File: config.mk
export PLATFORM = sky130hd
export DESIGN_NAME = write_buffer_flat
export DESIGN_NICKNAME = d
export VERILOG_FILES = /design/src/rtl/write_buffer_if.sv /design/src/rtl/write_buffer.sv /design/src/flat_wrapper.sv
export SDC_FILE = /design/constraint.sdc
export NUM_CORES = 2
export LEC_CHECK = 0
export CORE_MARGIN = 4
export CORE_UTILIZATION = 57
export DETAILED_ROUTE_END_ITERATION = 12
export PLACE_DENSITY_LB_ADDON = 0.25
export SLEW_MARGIN = 25
export SYNTH_ARGS = -nofsm -noshare
export SYNTH_HDL_FRONTEND = slang
export SYNTH_SLANG_ARGS = --single-unit
File: constraint.sdc
create_clock -name clk -period 25.5 [get_ports clk]
set_input_delay 3.825 -clock clk [delete_from_list [all_inputs] [get_ports clk]]
set_output_delay 3.825 -clock clk [all_outputs]
set_load 0.05 [all_outputs]
File: src/rtl/write_buffer_if.sv
`default_nettype none
// ============================================================================
//  Module      : write_buffer_if
//  Description : Cache-side and memory-side bus bundle for the write buffer,
//                including the buffer occupancy status outputs.
//  Revision    : 1.0  initial release
// ============================================================================
interface write_buffer_if #(
    parameter int PTR_W = 2
);
    // cache side
    logic               c_read;
    logic               c_write;
    logic [27:0]        c_addr;
    logic [127:0]       c_wdata;
    logic [127:0]       c_rdata;
    logic               c_ready;
    // memory side
    logic               mem_read;
    logic               mem_write;
    logic [27:0]        mem_addr;
    logic [127:0]       mem_wdata;
    logic [127:0]       mem_rdata;
    logic               mem_ready;
    // status
    logic [PTR_W:0]     wb_count;
    logic               wb_empty;

    // the write buffer itself
    modport slave (
        input  c_read, c_write, c_addr, c_wdata, mem_rdata, mem_ready,
        output c_rdata, c_ready, mem_read, mem_write, mem_addr, mem_wdata,
               wb_count, wb_empty
    );

    // cache plus memory environment around the buffer
    modport master (
        output c_read, c_write, c_addr, c_wdata, mem_rdata, mem_ready,
        input  c_rdata, c_ready, mem_read, mem_write, mem_addr, mem_wdata,
               wb_count, wb_empty
    );
endinterface
`default_nettype wire

File: src/rtl/write_buffer.sv
`default_nettype none
// ============================================================================
//  Module      : write_buffer
//  Description : Circular write-back buffer between a cache and memory.
//                Coalesces writes to queued lines, forwards reads from the
//                buffer, and lets read misses overtake queued writes.
//  Revision    : 1.0  initial release
// ============================================================================
module write_buffer #(
    parameter int DEPTH = 4,
    parameter int PTR_W = 2
) (
    input  logic                clk,
    input  logic                proc_reset,
    write_buffer_if.slave       bus
);

    typedef enum logic [1:0] {
        M_IDLE = 2'd0,
        M_RD   = 2'd1,
        M_WR   = 2'd2
    } mem_state_t;

    localparam logic [PTR_W:0]   c_FULL_COUNT = (PTR_W+1)'(DEPTH);
    localparam logic [PTR_W:0]   c_CNT_ONE    = (PTR_W+1)'(1);
    localparam logic [PTR_W-1:0] c_PTR_ONE    = PTR_W'(1);

    // buffer storage
    logic [DEPTH-1:0]   r_valid;
    logic [27:0]        r_addr [DEPTH];
    logic [127:0]       r_data [DEPTH];
    logic [PTR_W-1:0]   r_head;
    logic [PTR_W-1:0]   r_tail;
    logic [PTR_W:0]     r_count;

    // memory port
    mem_state_t         r_state;
    mem_state_t         w_state_nxt;
    logic               r_mem_read;
    logic               r_mem_write;
    logic [27:0]        r_mem_addr;
    logic [127:0]       r_mem_wdata;

    // cache response and outstanding read miss
    logic               r_c_ready;
    logic [127:0]       r_c_rdata;
    logic               r_rd_pend;
    logic [27:0]        r_rd_addr;

    // decoded request handling
    logic               w_sample;
    logic               w_rd_hit;
    logic [PTR_W-1:0]   w_rd_idx;
    logic               w_wr_hit;
    logic [PTR_W-1:0]   w_wr_idx;
    logic               w_head_busy;
    logic               w_start_wr;
    logic               w_coalesce;
    logic               w_push;
    logic               w_fwd;
    logic               w_rd_miss_now;
    logic               w_pop;
    logic               w_rd_done;

    // New requests are only looked at when no response is due this cycle and
    // no read miss is still being serviced.
    assign w_sample      = !r_c_ready && !r_rd_pend;
    assign w_coalesce    = w_sample && bus.c_write && w_wr_hit;
    assign w_push        = w_sample && bus.c_write && !w_wr_hit && (r_count < c_FULL_COUNT);
    assign w_fwd         = w_sample && bus.c_read && !bus.c_write && w_rd_hit;
    assign w_rd_miss_now = w_sample && bus.c_read && !bus.c_write && !w_rd_hit;
    assign w_pop         = (r_state == M_WR) && bus.mem_ready;
    assign w_rd_done     = (r_state == M_RD) && bus.mem_ready;

    // The head entry is off limits for coalescing while it is being written,
    // including the edge on which its address/data are latched for memory.
    assign w_head_busy   = (r_state == M_WR) || w_start_wr;

    // Youngest valid match for reads; in-flight entry is still a valid source.
    always_comb begin : p_rd_lookup
        logic [PTR_W-1:0] v_idx;
        v_idx    = '0;
        w_rd_hit = 1'b0;
        w_rd_idx = '0;
        for (int i = 0; i < DEPTH; i++) begin
            v_idx = r_head + PTR_W'(i);
            if (r_valid[v_idx] && (r_addr[v_idx] == bus.c_addr)) begin
                w_rd_hit = 1'b1;
                w_rd_idx = v_idx;
            end
        end
    end

    // Youngest valid match for writes, skipping the entry headed to memory.
    always_comb begin : p_wr_lookup
        logic [PTR_W-1:0] v_idx;
        v_idx    = '0;
        w_wr_hit = 1'b0;
        w_wr_idx = '0;
        for (int i = 0; i < DEPTH; i++) begin
            v_idx = r_head + PTR_W'(i);
            if (r_valid[v_idx] && (r_addr[v_idx] == bus.c_addr) &&
                !((v_idx == r_head) && w_head_busy)) begin
                w_wr_hit = 1'b1;
                w_wr_idx = v_idx;
            end
        end
    end

    // Memory port next state: read misses win over draining queued writes.
    always_comb begin
        w_state_nxt = r_state;
        w_start_wr  = 1'b0;
        case (r_state)
            M_IDLE: begin
                if (r_rd_pend || w_rd_miss_now) begin
                    w_state_nxt = M_RD;
                end else if (r_count != '0) begin
                    w_state_nxt = M_WR;
                    w_start_wr  = 1'b1;
                end
            end
            M_RD, M_WR: begin
                if (bus.mem_ready) begin
                    w_state_nxt = M_IDLE;
                end
            end
            default: w_state_nxt = M_IDLE;
        endcase
    end

    // Memory port state and registered request outputs.
    always_ff @(posedge clk) begin
        if (proc_reset) begin
            r_state     <= M_IDLE;
            r_mem_read  <= 1'b0;
            r_mem_write <= 1'b0;
            r_mem_addr  <= '0;
            r_mem_wdata <= '0;
        end else begin
            r_state     <= w_state_nxt;
            r_mem_read  <= (w_state_nxt == M_RD);
            r_mem_write <= (w_state_nxt == M_WR);
            if ((r_state == M_IDLE) && (w_state_nxt == M_RD)) begin
                r_mem_addr <= r_rd_pend ? r_rd_addr : bus.c_addr;
            end else if (w_start_wr) begin
                r_mem_addr  <= r_addr[r_head];
                r_mem_wdata <= r_data[r_head];
            end
        end
    end

    // Cache response: one registered c_ready per request.
    always_ff @(posedge clk) begin
        if (proc_reset) begin
            r_c_ready <= 1'b0;
            r_c_rdata <= '0;
            r_rd_pend <= 1'b0;
            r_rd_addr <= '0;
        end else begin
            r_c_ready <= w_coalesce || w_push || w_fwd || w_rd_done;
            if (w_fwd) begin
                r_c_rdata <= r_data[w_rd_idx];
            end else if (w_rd_done) begin
                r_c_rdata <= bus.mem_rdata;
            end
            if (w_rd_miss_now) begin
                r_rd_pend <= 1'b1;
                r_rd_addr <= bus.c_addr;
            end else if (w_rd_done) begin
                r_rd_pend <= 1'b0;
            end
        end
    end

    // Queue bookkeeping: valid bits, pointers and occupancy.
    always_ff @(posedge clk) begin
        if (proc_reset) begin
            r_valid <= '0;
            r_head  <= '0;
            r_tail  <= '0;
            r_count <= '0;
        end else begin
            if (w_pop) begin
                r_valid[r_head] <= 1'b0;
                r_head          <= r_head + c_PTR_ONE;
            end
            if (w_push) begin
                r_valid[r_tail] <= 1'b1;
                r_tail          <= r_tail + c_PTR_ONE;
            end
            if (w_push && !w_pop) begin
                r_count <= r_count + c_CNT_ONE;
            end else if (w_pop && !w_push) begin
                r_count <= r_count - c_CNT_ONE;
            end
        end
    end

    // Entry payload; only meaningful while the matching valid bit is set.
    always_ff @(posedge clk) begin
        if (w_push) begin
            r_addr[r_tail] <= bus.c_addr;
            r_data[r_tail] <= bus.c_wdata;
        end
        if (w_coalesce) begin
            r_data[w_wr_idx] <= bus.c_wdata;
        end
    end

    assign bus.c_ready   = r_c_ready;
    assign bus.c_rdata   = r_c_rdata;
    assign bus.mem_read  = r_mem_read;
    assign bus.mem_write = r_mem_write;
    assign bus.mem_addr  = r_mem_addr;
    assign bus.mem_wdata = r_mem_wdata;
    assign bus.wb_count  = r_count;
    assign bus.wb_empty  = (r_count == '0);

endmodule
`default_nettype wire
File: src/flat_wrapper.sv
// flat-port wrapper written by rule: the top's interface ports become plain ports
module write_buffer_flat 
#(
    parameter int DEPTH = 4,
    parameter int PTR_W = 2
)
  (clk, proc_reset, bus_c_read, bus_c_write, bus_c_addr, bus_c_wdata, bus_mem_rdata, bus_mem_ready, bus_c_rdata, bus_c_ready, bus_mem_read, bus_mem_write, bus_mem_addr, bus_mem_wdata, bus_wb_count, bus_wb_empty);
  write_buffer_if #(.PTR_W(PTR_W)) bus_i ();
  input  logic clk;
  input  logic proc_reset;
  input wire logic [$bits(bus_i.c_read)-1:0] bus_c_read;
  input wire logic [$bits(bus_i.c_write)-1:0] bus_c_write;
  input wire logic [$bits(bus_i.c_addr)-1:0] bus_c_addr;
  input wire logic [$bits(bus_i.c_wdata)-1:0] bus_c_wdata;
  input wire logic [$bits(bus_i.mem_rdata)-1:0] bus_mem_rdata;
  input wire logic [$bits(bus_i.mem_ready)-1:0] bus_mem_ready;
  output wire logic [$bits(bus_i.c_rdata)-1:0] bus_c_rdata;
  output wire logic [$bits(bus_i.c_ready)-1:0] bus_c_ready;
  output wire logic [$bits(bus_i.mem_read)-1:0] bus_mem_read;
  output wire logic [$bits(bus_i.mem_write)-1:0] bus_mem_write;
  output wire logic [$bits(bus_i.mem_addr)-1:0] bus_mem_addr;
  output wire logic [$bits(bus_i.mem_wdata)-1:0] bus_mem_wdata;
  output wire logic [$bits(bus_i.wb_count)-1:0] bus_wb_count;
  output wire logic [$bits(bus_i.wb_empty)-1:0] bus_wb_empty;
  assign bus_i.c_read = bus_c_read;
  assign bus_i.c_write = bus_c_write;
  assign bus_i.c_addr = bus_c_addr;
  assign bus_i.c_wdata = bus_c_wdata;
  assign bus_i.mem_rdata = bus_mem_rdata;
  assign bus_i.mem_ready = bus_mem_ready;
  assign bus_c_rdata = bus_i.c_rdata;
  assign bus_c_ready = bus_i.c_ready;
  assign bus_mem_read = bus_i.mem_read;
  assign bus_mem_write = bus_i.mem_write;
  assign bus_mem_addr = bus_i.mem_addr;
  assign bus_mem_wdata = bus_i.mem_wdata;
  assign bus_wb_count = bus_i.wb_count;
  assign bus_wb_empty = bus_i.wb_empty;
  write_buffer #(.DEPTH(DEPTH), .PTR_W(PTR_W)) u_core (.clk(clk), .proc_reset(proc_reset), .bus(bus_i));
endmodule
==> impl_metrics.env <==
export IMPL_clk_latency_ns=0.66
export IMPL_yosysTopAreaCell="edfxtp_1"
export IMPL_skew_ns=0.0245
export IMPL_clockRootBuffer="clkbuf_16"
export IMPL_grt_max_degree=151
export IMPL_synthToLayoutAreaGrowth_pct=21.0
export IMPL_finalHoldViolCount=0
export IMPL_power_uw=5370
export IMPL_netlist_instances=3530
export IMPL_busiest_layer="met2"
export IMPL_die_w_microns=290
export IMPL_final_area_sq_um=54700
export IMPL_clock_sinks=955
export IMPL_track_usage=0.310
export IMPL_initial_core_util=0.579
export IMPL_clk_path_buf_depth=3
export IMPL_min_path_type="reg -> reg"
export IMPL_worstSetupPathType="in -> reg"
export IMPL_cp_cell_sequence="clkdlybuf4s50_1 -> o21ai_0 -> nor4_1 -> o2111ai_1 -> a2111oi_2 -> nand3_1 -> a31o_2 -> mux2_2 -> nor2_4 -> buf_4 -> buf_4"
export IMPL_num_vias=32100
export IMPL_final_cells=5127
export IMPL_drt_wl_total_microns=135000
export IMPL_dp_slack_ns=15.55
export IMPL_finalCriticalPeriod_ns=9.42
export IMPL_holdBufCountCts=0
export IMPL_period_share=0.369
export IMPL_worstPathMaxFanout=60
export IMPL_p_leak_uw=0.0199
export IMPL_start_kind="input port"
export IMPL_ff2ff_setup_slack_ns=17.70
export IMPL_synth_most_common_cell="edfxtp_1"
export IMPL_synth_area_sq_um=45200
export IMPL_gp_congestion=1.00
export IMPL_drive_gt1_frac=0.105
export IMPL_avgViaCountPerCell=6.27
export IMPL_met2_usage=0.514
export IMPL_crit_cells=11
export IMPL_overflow=0
export IMPL_yosys_cell_types_count=78
export IMPL_setup_viol=0
export IMPL_h_tree_depth=3
export IMPL_clkTransAtPathRegs_ns=0.06
export IMPL_synth_avg_cell_area_sq_um=12.8
export IMPL_rsz0062_at_grt="no"
export IMPL_arrival_ns=9.68
export IMPL_dpl_cell_area_sq_um=51300
export IMPL_async_flop_share=0
export IMPL_ys_seq_area_frac=0.562
export IMPL_cts_tree="yes"
export IMPL_firstDrtPassIters=6
export IMPL_synth_edff_count=624
export IMPL_r2r_start="u_core.r_head[1]"
export IMPL_critical_path_endpoint="u_core.r_data[2][61]"
export IMPL_synthFlopType="edfxtp_1"
export IMPL_port_buffers=579
export IMPL_synth_common_cells="624 x edfxtp_1, 544 x mux2i_1, 339 x nand2_1, 331 x dfxtp_1, 184 x a21oi_1"
export IMPL_core_area_sq_um=78000
export IMPL_worstSetupStartpoint="bus_c_addr[21]"
export IMPL_required_ns=25.76
export IMPL_rows=102
export IMPL_crit_family="buffers and inverters"
export IMPL_crit_buf_inv=3
export IMPL_slowest_delay_ns=0.90
export IMPL_ys_warn_count=0
export IMPL_crit_slowest_cell="clkdlybuf4s50_1"
export IMPL_postLayoutSetupSlackWorst_ns=16.08
export IMPL_io_pins=580
export IMPL_synth_area_leaders="edfxtp_1 41%, dfxtp_1 15%, mux2i_1 12%"
export IMPL_wire_per_inst_microns=26.3
export IMPL_regToRegEndpoint="u_core.r_data[2][61]"
export IMPL_outcome="finished, final reports clean"
export IMPL_cts_buffers=98
export IMPL_grt_util_met3=0.0697
export IMPL_dieHeight_microns=290
export IMPL_postRouteAntennaNets=0
export IMPL_antenna_found_initial=21
export IMPL_nNetsFinal=4287
export IMPL_ff2ff_path_depth=14
export IMPL_synth_seq_cells=955
export IMPL_worstMarginPinSlew_ns=1.03
export IMPL_dr_first_iter_drc_count=2931
export IMPL_relSlewSlack=0.309
export IMPL_dieArea_sq_um=83800
export IMPL_path_common_cell="buf_4"
export IMPL_post_cts_buffers=0
export IMPL_grt_pass1_wl_microns=197000
export IMPL_p_per_area_nw_per_um2=98.2
export IMPL_grt_use_met1=0.402
export IMPL_drc=0
export IMPL_yosys_area_top_type_share=0.415
export IMPL_cap_violations=0
export IMPL_cp_end_kind="register"
export IMPL_grt_pass1_vias=31500
export IMPL_irDropWorstVdd_uv=69.6
export IMPL_dp_hpwl_microns=88200
export IMPL_fin_setup_tns_ns=0
export IMPL_syn_nets=3833
export IMPL_fmax_mhz=106
export IMPL_slew_violations=0
export IMPL_dp_cells=4922
export IMPL_cts_resized=0
[power by group]
part	switching (uW)	internal, uW
Combinational	1200	660
Sequential	151	1900
Clock	615	834
[state kept, by name, indices dropped and copies added (netlist names), named ones only]
register / cells
u_core.r_state: 2
u_core.r_tail: 2
u_core.bus.mem_write: 1
u_core.bus.mem_read: 1
u_core.r_addr: 112
u_core.r_head: 2
u_core.bus.c_ready: 1
u_core.bus.mem_wdata: 128
u_core.r_rd_pend: 1
u_core.bus.wb_count: 3
u_core.bus.mem_addr: 28
u_core.r_valid: 4
u_core.bus.c_rdata: 128
u_core.r_rd_addr: 28
u_core.r_data: 512
[through the flow]
step                hold WS, ns   util
floorplan                 0.454      -
global placement          0.440  0.657
detailed placement        0.446  0.658
CTS                       0.454  0.700
global route              0.472  0.701
finish                    0.452  0.701
[worst reg2reg max path, cell delays in order (launching register included)]
cell	delay, ns
dfxtp_4	0.58
inv_1	0.45
ha_1	0.44
buf_4	0.45
inv_1	0.56
mux2_2	0.45
xnor2_1	0.30
nand2_1	0.12
a2111oi_2	0.56
nand3_1	0.57
a31o_2	0.44
mux2_2	0.30
nor2_4	0.55
buf_4	0.66
buf_4	0.92
[kinds of logic after synthesis]
family	count (synthesis)	share of synthesized area
AOI/OAI and AO/OA	734	0.106
xor gates and xnor gates	94	0.0182
adders and majority gates	14	0.00404
buffers and inverters	416	0.0446
DFF	955	0.562
muxes	739	0.209
and+or+nand+nor	578	0.0570
[layout by cell type (no fill, tap or decap), types with 15 or more instances in the layout]
master,netlist,layout
a21oi_1,184,184
a22oi_1,19,19
buf_4,27,40
clkbuf_1,138,18
clkbuf_16,0,101
clkdlybuf4s50_1,0,578
clkinv_2,0,22
dfxtp_1,331,327
diode_2,0,17
edfxtp_1,624,624
inv_1,144,144
mux2_2,35,35
mux2i_1,544,544
mux4_2,160,160
nand2_1,339,337
nand2b_1,22,21
nand4_1,18,18
nor2_1,93,91
nor3_1,20,20
o21ai_0,159,159
o22a_1,15,15
o22ai_1,128,128
o2bb2ai_1,124,124
xnor2_1,66,66
xor2_1,28,28
[worst min-delay path by stage]
stage          cells after the start                        end                 startpoint  slack [ns]
3_3_place_gp                       2  u_core.bus.mem_wdata[113]  u_core.bus.mem_wdata[113]        0.44
5_1_grt                            2    u_core.bus.mem_wdata[6]    u_core.bus.mem_wdata[6]        0.47
3_5_place_dp                       2   u_core.bus.mem_wdata[82]   u_core.bus.mem_wdata[82]        0.45
4_1_cts                            2   u_core.bus.mem_wdata[30]   u_core.bus.mem_wdata[30]        0.45
2_1_floorplan                      2       u_core.r_rd_addr[27]       u_core.r_rd_addr[27]        0.45
6_report                           2   u_core.bus.mem_wdata[69]   u_core.bus.mem_wdata[69]        0.45
[cell type report]
| cell class | count | area, sq um |
|---|---|---|
| inverters | 144 | 541 |
| multi-input cells | 2159 | 17900 |
| repair buffers | 626 | 6250 |
| fillers | 5553 | 23300 |
| clock inverters | 60 | 608 |
| well taps | 1040 | 1300 |
| diodes | 17 | 42.5 |
| flip-flops and latches | 955 | 25400 |
| clock buffers | 126 | 2690 |
[metal layers]
metal,vias up,part of all wire
li1,14300,-
met1,16100,0.38
met2,1442,0.49
met3,260,0.087
met5,-,0.00042
met4,8,0.039
No activity file was read; power rests on OpenSTA's default activity.
